<file path="config.mk">
export PLATFORM = sky130hd
export DESIGN_NAME = keypad_scan
export DESIGN_NICKNAME = d
export VERILOG_FILES = /design/src/rtl/keypad_pkg.sv /design/src/rtl/sync2.sv /design/src/rtl/keypad_scan.sv
export SDC_FILE = /design/constraint.sdc
export NUM_CORES = 1
export LEC_CHECK = 0
export BUFFER_PORTS_ARGS = -buffer_cell sky130_fd_sc_hd__buf_2
export CAP_MARGIN = 30
export CORE_MARGIN = 3
export CORE_UTILIZATION = 55
export DETAILED_ROUTE_END_ITERATION = 6
export PLACE_DENSITY = 0.8
export SLEW_MARGIN = 30
export SYNTH_ARGS = -nofsm -noshare
export SYNTH_HDL_FRONTEND = slang
export SYNTH_SLANG_ARGS = --single-unit
</file>
<file path="constraint.sdc">
create_clock -name mclk -period 14.2 [get_ports mclk]
set_input_delay 2.13 -clock mclk [delete_from_list [all_inputs] [get_ports mclk]]
set_output_delay 2.13 -clock mclk [all_outputs]
set_load 0.01 [all_outputs]
</file>
<file path="src/rtl/keypad_pkg.sv">
// Shared types, defaults and the key lookup table for the 4x4 keypad scanner.
package keypad_pkg;

  localparam int unsigned SCAN_TICKS_DEF      = 100000;
  localparam int unsigned DEBOUNCE_FRAMES_DEF = 4;

  typedef enum logic [1:0] {
    StIdle,
    StDebounce,
    StPressed,
    StRelease
  } key_state_e;

  // Entry {row, col} holds the hex code of that key; entry 0 sits in the low nibble.
  localparam logic [63:0] KEYMAP = {
    4'hD, 4'hE, 4'hF, 4'h0,
    4'hC, 4'h9, 4'h8, 4'h7,
    4'hB, 4'h6, 4'h5, 4'h4,
    4'hA, 4'h3, 4'h2, 4'h1
  };

  function automatic logic [3:0] key_lookup(input logic [3:0] idx);
    return KEYMAP[{idx, 2'b00} +: 4];
  endfunction

endpackage

</file>
<file path="src/rtl/sync2.sv">
// Two-flop synchronizer for the asynchronous keypad row lines; resets to all-ones (idle rows).
module sync2 #(
  parameter int unsigned Width = 4
) (
  input  logic             mclk,
  input  logic             rst,
  input  logic [Width-1:0] d,
  output logic [Width-1:0] q
);

  logic [Width-1:0] meta_q;
  logic [Width-1:0] sync_q;

  always_ff @(posedge mclk or posedge rst) begin
    if (rst) begin
      meta_q <= '1;
      sync_q <= '1;
    end else begin
      meta_q <= d;
      sync_q <= meta_q;
    end
  end

  assign q = sync_q;

endmodule

</file>
<file path="src/rtl/keypad_scan.sv">
// 4x4 keypad column scanner with frame-based debounce and single-key press/release detection.
module keypad_scan
  import keypad_pkg::*;
#(
  parameter int unsigned SCAN_TICKS      = SCAN_TICKS_DEF,
  parameter int unsigned DEBOUNCE_FRAMES = DEBOUNCE_FRAMES_DEF
) (
  input  logic       mclk,
  input  logic       rst,
  input  logic [3:0] row,
  output logic [3:0] col,
  output logic [3:0] key_code,
  output logic       key_valid,
  output logic       key_held
);

  localparam int unsigned TickW = (SCAN_TICKS > 1) ? $clog2(SCAN_TICKS) : 1;
  localparam int unsigned CntW  = $clog2(DEBOUNCE_FRAMES + 1);
  localparam logic [TickW-1:0] TickLast = TickW'(SCAN_TICKS - 1);
  localparam logic [CntW-1:0]  CntDone  = CntW'(DEBOUNCE_FRAMES);
  localparam logic [CntW-1:0]  CntOne   = CntW'(1);

  logic [3:0]       row_s;
  logic [TickW-1:0] tick_q;
  logic [1:0]       col_idx_q;
  logic [11:0]      samp_q;
  key_state_e       state_q, state_d;
  logic [CntW-1:0]  cnt_q, cnt_d;
  logic [3:0]       cand_q, cand_d;
  logic [3:0]       key_code_q, key_code_d;
  logic             key_valid_q, key_valid_d;
  logic             key_held_q, key_held_d;

  logic             sample_en;
  logic             frame_eval;
  logic [15:0]      frame_low;
  logic [4:0]       n_low;
  logic [3:0]       hit_idx;
  logic             cand_ok;
  logic [3:0]       cand_code;
  logic             match_held;
  logic [CntW-1:0]  cnt_inc;

  sync2 #(
    .Width(4)
  ) u_row_sync (
    .mclk(mclk),
    .rst (rst),
    .d   (row),
    .q   (row_s)
  );

  assign sample_en  = (tick_q == TickLast);
  assign frame_eval = sample_en && (col_idx_q == 2'd3);
  assign col        = ~(4'b0001 << col_idx_q);

  always_ff @(posedge mclk or posedge rst) begin
    if (rst) begin
      tick_q    <= '0;
      col_idx_q <= 2'd0;
      samp_q    <= '1;
    end else if (sample_en) begin
      tick_q    <= '0;
      col_idx_q <= col_idx_q + 2'd1;
      // Column 3 is never stored: it is consumed live on the evaluation cycle.
      if (col_idx_q != 2'd3) begin
        samp_q[{col_idx_q, 2'b00} +: 4] <= row_s;
      end
    end else begin
      tick_q <= tick_q + TickW'(1);
    end
  end

  // Frame bit 4*col+row is low when that key conducts.
  assign frame_low = ~{row_s, samp_q};

  always_comb begin
    n_low   = 5'd0;
    hit_idx = 4'd0;
    for (int i = 0; i < 16; i++) begin
      if (frame_low[i]) begin
        n_low   = n_low + 5'd1;
        hit_idx = {i[1:0], i[3:2]};
      end
    end
  end

  assign cand_ok    = (n_low == 5'd1);
  assign cand_code  = key_lookup(hit_idx);
  assign match_held = cand_ok && (cand_code == key_code_q);
  assign cnt_inc    = cnt_q + CntOne;

  always_comb begin
    state_d     = state_q;
    cnt_d       = cnt_q;
    cand_d      = cand_q;
    key_code_d  = key_code_q;
    key_valid_d = 1'b0;
    key_held_d  = key_held_q;
    if (frame_eval) begin
      unique case (state_q)
        StIdle: begin
          if (cand_ok) begin
            cand_d = cand_code;
            if (DEBOUNCE_FRAMES == 1) begin
              state_d     = StPressed;
              cnt_d       = '0;
              key_code_d  = cand_code;
              key_valid_d = 1'b1;
              key_held_d  = 1'b1;
            end else begin
              state_d = StDebounce;
              cnt_d   = CntOne;
            end
          end
        end
        StDebounce: begin
          if (!cand_ok) begin
            state_d = StIdle;
            cnt_d   = '0;
          end else if (cand_code == cand_q) begin
            if (cnt_inc == CntDone) begin
              state_d     = StPressed;
              cnt_d       = '0;
              key_code_d  = cand_q;
              key_valid_d = 1'b1;
              key_held_d  = 1'b1;
            end else begin
              cnt_d = cnt_inc;
            end
          end else begin
            cand_d = cand_code;
            cnt_d  = CntOne;
          end
        end
        StPressed: begin
          if (!match_held) begin
            if (DEBOUNCE_FRAMES == 1) begin
              state_d    = StIdle;
              cnt_d      = '0;
              key_held_d = 1'b0;
            end else begin
              state_d = StRelease;
              cnt_d   = CntOne;
            end
          end
        end
        StRelease: begin
          if (match_held) begin
            state_d = StPressed;
            cnt_d   = '0;
          end else if (cnt_inc == CntDone) begin
            state_d    = StIdle;
            cnt_d      = '0;
            key_held_d = 1'b0;
          end else begin
            cnt_d = cnt_inc;
          end
        end
      endcase
    end
  end

  always_ff @(posedge mclk or posedge rst) begin
    if (rst) begin
      state_q     <= StIdle;
      cnt_q       <= '0;
      cand_q      <= 4'd0;
      key_code_q  <= 4'd0;
      key_valid_q <= 1'b0;
      key_held_q  <= 1'b0;
    end else begin
      state_q     <= state_d;
      cnt_q       <= cnt_d;
      cand_q      <= cand_d;
      key_code_q  <= key_code_d;
      key_valid_q <= key_valid_d;
      key_held_q  <= key_held_d;
    end
  end

  assign key_code  = key_code_q;
  assign key_valid = key_valid_q;
  assign key_held  = key_held_q;

endmodule

</file>
After elaboration in Yosys (flattened, before gate mapping)

Index checks and enable logic that the tools add are counted.

Shift operators: 4
Multiplexer cells: 63
Reductions and logical operators: 11
Equality and inequality tests: 21
Add/subtract/negate cells: 19
Bitwise gates (word level): 2

Operators by type and width:

| kind                    | count |
|---|---|
| $add 5x1->5 const B     | 15 |
| $mux 5                  | 15 |
| $mux 4                  | 17 |
| $shiftx 64x7->4 const A | 1 |
| $mux 3                  | 7 |
| $ne 2x2->1 const B      | 9 |
| $add 17x1->17 const B   | 1 |
| $eq 17x17->1 const B    | 1 |
| $mux 17                 | 1 |
| $not 16->16             | 1 |
| $mux 2                  | 7 |
| $bwmux 12               | 1 |
| $pmux 3 s4              | 1 |
| $shift 4x6->12 const A  | 1 |
| $shiftx 4x6->12         | 1 |
| $mux 1                  | 11 |
| $reduce_and 5->1        | 2 |
| $ne 3x3->1 const B      | 3 |
| $eq 4x4->1              | 2 |
| $pmux 2 s4              | 1 |
| $pmux 4 s2              | 1 |
| $reduce_and 7->1        | 1 |
| $eq 2x2->1 const B      | 3 |
| $neg 4->6               | 1 |
| 14 further kinds        | 16 |

Bits of input ports: 6
Word-level logic and storage cells: 131
Output and inout bits: 10
Register bits: 54

Longest topological paths before layout

Word-level depth: 36
Gate-level depth with buffers: 53

By module

A second synthesis with hierarchy kept.

Cells, all modules: 492
Area, all modules: 4287.9 µm²

Modules (own cells, without submodules):

| module      | area an instance (µm²) | cells each | times used | seq. area each (µm²) |
|---|---|---|---|---|
| keypad_scan | 4073.9                 | 483        | 1          | 1166.1 |
| sync2       | 214.0                  | 9          | 1          | 210.2 |

Least setup slack after synthesis

OpenSTA, ideal clock, no wires.

Path kind: register to register
From: register samp_q[0]
To: register cand_q[3]
Library setup time: 128 ps
Path slack: 4348 ps
Clock period less this slack: 9852 ps
Buffers on the path: 0
Stages on the path, launching flop included: 51
Arrival time: 9725 ps
Cells stage by stage: dfstp_2 inv_1 ha_1 xnor2_1 ha_1 nor2b_1 a31oi_1 inv_1 ha_1 nor2_1 a21oi_1 ha_1 nor2b_1 a21oi_1 inv_1 ha_1 nor2_1 a21oi_1 [... 15 more ...] ha_1 nor2_1 a21oi_1 ha_1 nor2b_1 a21o_1 ha_1 o21ai_0 o31ai_1 ha_1 nor2_1 nor2_1 ha_1 or3_1 o22ai_1 nand3_1 a2111oi_4 mux2_1

Longest elaborated chain between the ends: 35
Elaborated cells on any way between the ends: 36

RTL lines:

| element                         | RTL line           | source |
|---|---|---|
| start, declared                 | keypad_scan.sv:26  | `logic [11:0] samp_q;` |
| start signal, assigned by index | keypad_scan.sv:67  | `samp_q[{col_idx_q, 2'b00} +: 4] <= row_s;` |
| $not 16->16 *                   | keypad_scan.sv:75  | `assign frame_low = ~{row_s, samp_q};` |
| $mux 1 *                        | keypad_scan.sv:81  | `if (frame_low[i]) begin` |
| $add 5x1->5                     | keypad_scan.sv:82  | `n_low = n_low + 5'd1;` |
| $mux 5 *                        | keypad_scan.sv:81  |  |
| $add 5x1->5                     | keypad_scan.sv:82  |  |
| $mux 5 *                        | keypad_scan.sv:81  |  |
| $add 5x1->5                     | keypad_scan.sv:82  |  |
| $mux 5 *                        | keypad_scan.sv:81  |  |
| [... 19 more ...]               | --                 |  |
| $mux 5 *                        | keypad_scan.sv:81  |  |
| $add 5x1->5                     | keypad_scan.sv:82  |  |
| $mux 5 *                        | keypad_scan.sv:81  |  |
| $add 5x1->5                     | keypad_scan.sv:82  |  |
| $mux 5 *                        | keypad_scan.sv:81  |  |
| $eq 5x1->1 *                    | keypad_scan.sv:88  | `assign cand_ok = (n_low == 5'd1);` |
| $ne 2x2->1 (no line)            | --                 |  |
| $reduce_and 5->1 (no line) *    | --                 |  |
| end signal, assigned            | keypad_scan.sv:175 | `cand_q <= cand_d;` |
| end, declared                   | keypad_scan.sv:29  | `logic [3:0] cand_q, cand_d;` |

Every way passes the cells marked *; elsewhere a longest branch is shown, timed or not.
A chain may end at the register's enable or synchronous reset.

Worst setup path after layout

Same ends and word-level chain as after synthesis.

==> impl_metrics.py <==
metrics = {
    "run_status": {
        "status": "finished, final reports clean",
    },
    "critical_path": {
        "worstSetupStartpointType": "register",
        "slowest_delay_ns": 0.56,
        "crit_top_cell": "ha_1",
        "r2r_cells": 50,
        "critPathMaxFanout": 7,
        "r2r-start": "samp_q[0]$_DFFE_PP1P_",
        "r2r_end": "cand_q[3]$_DFFE_PP0P_",
        "crit_arrival_ns": 11.19,
        "cp.required_ns": 14.39,
        "crit_type": "reg2reg",
        "regToRegSetupSlack_ns": 3.20,
        "cpMaxStageDelayCell": "dfstp_2",
        "cp-end-kind": "register",
    },
    "drt": {
        "routed.top_layer": "met4",
        "drc": 0,
        "drt_iter0_markers": 155,
        "met3WireLength_um": 244,
        "wl_per_cell_um": 13.9,
        "dr.pass1.iters": 5,
        "met1Wirelength_mm": 3.84,
        "via_per_inst": 5.64,
        "wl_met2_mm": 3.99,
        "postRouteAntennaNets": 0,
        "vias": 3325,
        "wl_mm": 8.18,
    },
    "yosys": {
        "yosysWarningCount": 0,
        "synth_area_leader_cell": "dfrtp_1",
        "ys_seq_elements": 54,
        "syn_area_um2": 4340,
        "ys_seq_area_share_pct": 31.7,
        "synth.avg_cell_area_um2": 8.90,
        "synthFlopType": "dfrtp_1",
        "synth_edf_count": 0,
        "ys_types": 67,
        "synth_area_leaders": "dfrtp_1 20%, dfstp_2 12%, ha_1 7.5%",
        "synth_top_area_share_pct": 19.6,
        "synthesis.nets": 520,
        "async_flop_share_pct": 100,
        "synthCells": 488,
    },
    "power_and_ir_drop": {
        "power.leakage_nw": 1.97,
        "power_density_nw_per_um2": 57.7,
        "irDropWorstVdd_uv": 66.1,
    },
    "floorplanning": {
        "pin_count": 16,
        "rows": 31,
        "die_x_um": 94.8,
        "die_area_um2": 9000,
        "core_area_um2": 7450,
        "initial_core_util_pct": 58.3,
        "die_y_um": 94.8,
    },
    "cells_and_area": {
        "nFillCells": 659,
        "layout-drive-gt1-share_pct": 13.0,
        "syn_to_final_growth_pct": 4.87,
        "nNetsFinal": 522,
        "insertedDiodeCount": 0,
        "layout_common_cells": "65 x nand2_1, 35 x xnor2_1, 34 x dfrtp_1",
        "final_common_cell": "nand2_1",
    },
    "placement": {
        "io_buffer_count": 15,
        "place.gp.congestion": 0.857,
        "post-dp-hpwl_mm": 6.27,
        "dpl_worst_slack_ns": 3.26,
    },
    "clocking": {
        "htreeDepth": 2,
        "cts_buffers": 5,
        "cts-resized-gates": 0,
        "cts_root_buf": "clkbuf_8",
        "cts_tree": "yes",
        "clockBufferDepth": 2,
        "post_cts_buffers": 0,
        "ctsHoldBuffers": 0,
        "clk_latency_ns": 0.30,
        "clkTransAtPathRegs_ns": 0.10,
        "cts_sinks": 54,
    },
    "timing": {
        "slew_viol_final": 0,
        "setup_viol": 0,
        "hold_viol": 0,
        "grt_setup_unrepaired": "no",
        "worst_pin_slew_ns": 0.648,
        "post-route-period-util_pct": 77.5,
        "fin_ws_ns": 3.20,
        "worst_slew_margin_rel_pct": 56.8,
        "clock_skew_ns": 0.00690,
        "fmax_ghz": 0.0909,
        "post-route-min-period_ns": 11.00,
        "fin_setup_tns_ns": 0,
    },
    "global_route": {
        "grt_pass1_vias": 3262,
        "grt_max_degree": 55,
        "grt_use_total_pct": 19.6,
        "antenna_found_initial": 0,
        "grt-ovfl-total": 0,
        "grt_first_pass_wirelength_mm": 14.4,
    },
    "worst_hold_path": {
        "hold_depth": 0,
        "min-delay-start": "u_row_sync.meta_q[1]$_DFF_PP1_",
        "hold_class": "reg2reg",
        "hold_end": "u_row_sync.q[1]$_DFF_PP1_",
    },
    "run": {
        "cap_violations": 0,
    },
}
==> cell families (layout without fill, tap and decap cells) <==
kind of cell	after synthesis	after routing	share of synthesized area, %
buffers and inverters	55	58	4.99
muxes	10	10	2.71
and+or+nand+nor	186	186	21.9
xor gates and xnor gates	67	67	16.8
AOI/OAI and AO/OA	90	90	14.4
DFF	54	54	31.7
adders and majority gates	26	26	7.49
==> sequential cells by signal, summed over array words and instances, names as in the netlist <==
register / flops
cand_q: 4
tick_q: 17
key_held: 1
key_code: 4
samp_q: 12
cnt_q: 3
u_row_sync.meta_q: 4
u_row_sync.q: 4
key_valid: 1
col_idx_q: 2
state_q: 2
==> synth_stat cells (9+ instances only) <==
cell / number
nand2_1: 65
xnor2_1: 35
dfrtp_1: 34
inv_1: 34
nor2_1: 31
o21ai_0: 28
ha_1: 26
dfstp_2: 20
xor2_1: 20
nor2b_1: 19
a21oi_1: 15
clkbuf_1: 15
nor3_1: 11
nand2b_1: 9
nand3_1: 9
==> power by group <==
group          total (W)  internal (W)  leakage (nW)  switching, W
Sequential      0.000158      0.000156         0.669    0.00000218
Combinational  0.0000148    0.00000575          1.25    0.00000903
Clock          0.0000895     0.0000404        0.0489     0.0000491
==> per-stage QoR <==
step	instance area, um^2	instances	total power, W	hold WS [ns]	util, %
CTS	4550	590	0.000265	0.360	61.1
detailed placement	4460	582	0.000176	0.347	59.9
global route	4550	590	0.000274	0.369	61.1
global placement	4460	582	0.000175	0.347	59.8
finish	4550	590	0.000262	0.359	61.1
floorplan	4340	488	0.000172	0.345	-
==> how the worst max path moves through the flow <==
stage                           from                     to  slack [ns]
5_1_grt        samp_q[1]$_DFFE_PP1P_  cand_q[3]$_DFFE_PP0P_        2.40
2_1_floorplan  samp_q[0]$_DFFE_PP1P_  cand_q[3]$_DFFE_PP0P_        4.35
3_5_place_dp   samp_q[1]$_DFFE_PP1P_  cand_q[3]$_DFFE_PP0P_        3.26
4_1_cts        samp_q[1]$_DFFE_PP1P_  cand_q[3]$_DFFE_PP0P_        3.20
6_report       samp_q[0]$_DFFE_PP1P_  cand_q[3]$_DFFE_PP0P_        3.20
3_3_place_gp   samp_q[0]$_DFFE_PP1P_  cand_q[3]$_DFFE_PP0P_        3.81
==> worst max-delay path: cells and delay by family, from the launching register on <==
| family | cells | cell delay, ns |
|---|---|---|
| buffers and inverters | 4 | 0.31 |
| adder cells (fa/ha/maj) | 14 | 4.10 |
| AO/OA/AOI/OAI | 15 | 3.55 |
| AND/OR/NAND/NOR | 15 | 1.85 |
| flip-flops | 1 | 0.56 |
| multiplexers | 1 | 0.37 |
| XOR/XNOR | 1 | 0.15 |
==> layout make-up <==
| class | instances | area [um^2] | share of cell area (%) |
|---|---|---|---|
| timing repair buffer | 15 | 75.1 | 1.65 |
| clock inverter | 1 | 8.76 | 0.192 |
| inverter | 35 | 134 | 2.94 |
| sequential | 54 | 1380 | 30.2 |
| tap | 99 | 124 | 2.72 |
| multi-input combinational | 379 | 2750 | 60.4 |
| clock buffer | 7 | 86.3 | 1.90 |
==> routing by layer <==
| metal | vias up | GRT usage (%) |
|---|---|---|
| met5 | - | 0 |
| met4 | 0 | 5.17 |
| met3 | 10 | 1.91 |
| met2 | 62 | 34.5 |
| met1 | 1574 | 25.7 |
| li1 | 1679 | - |
(Power assumes the default switching activity.)
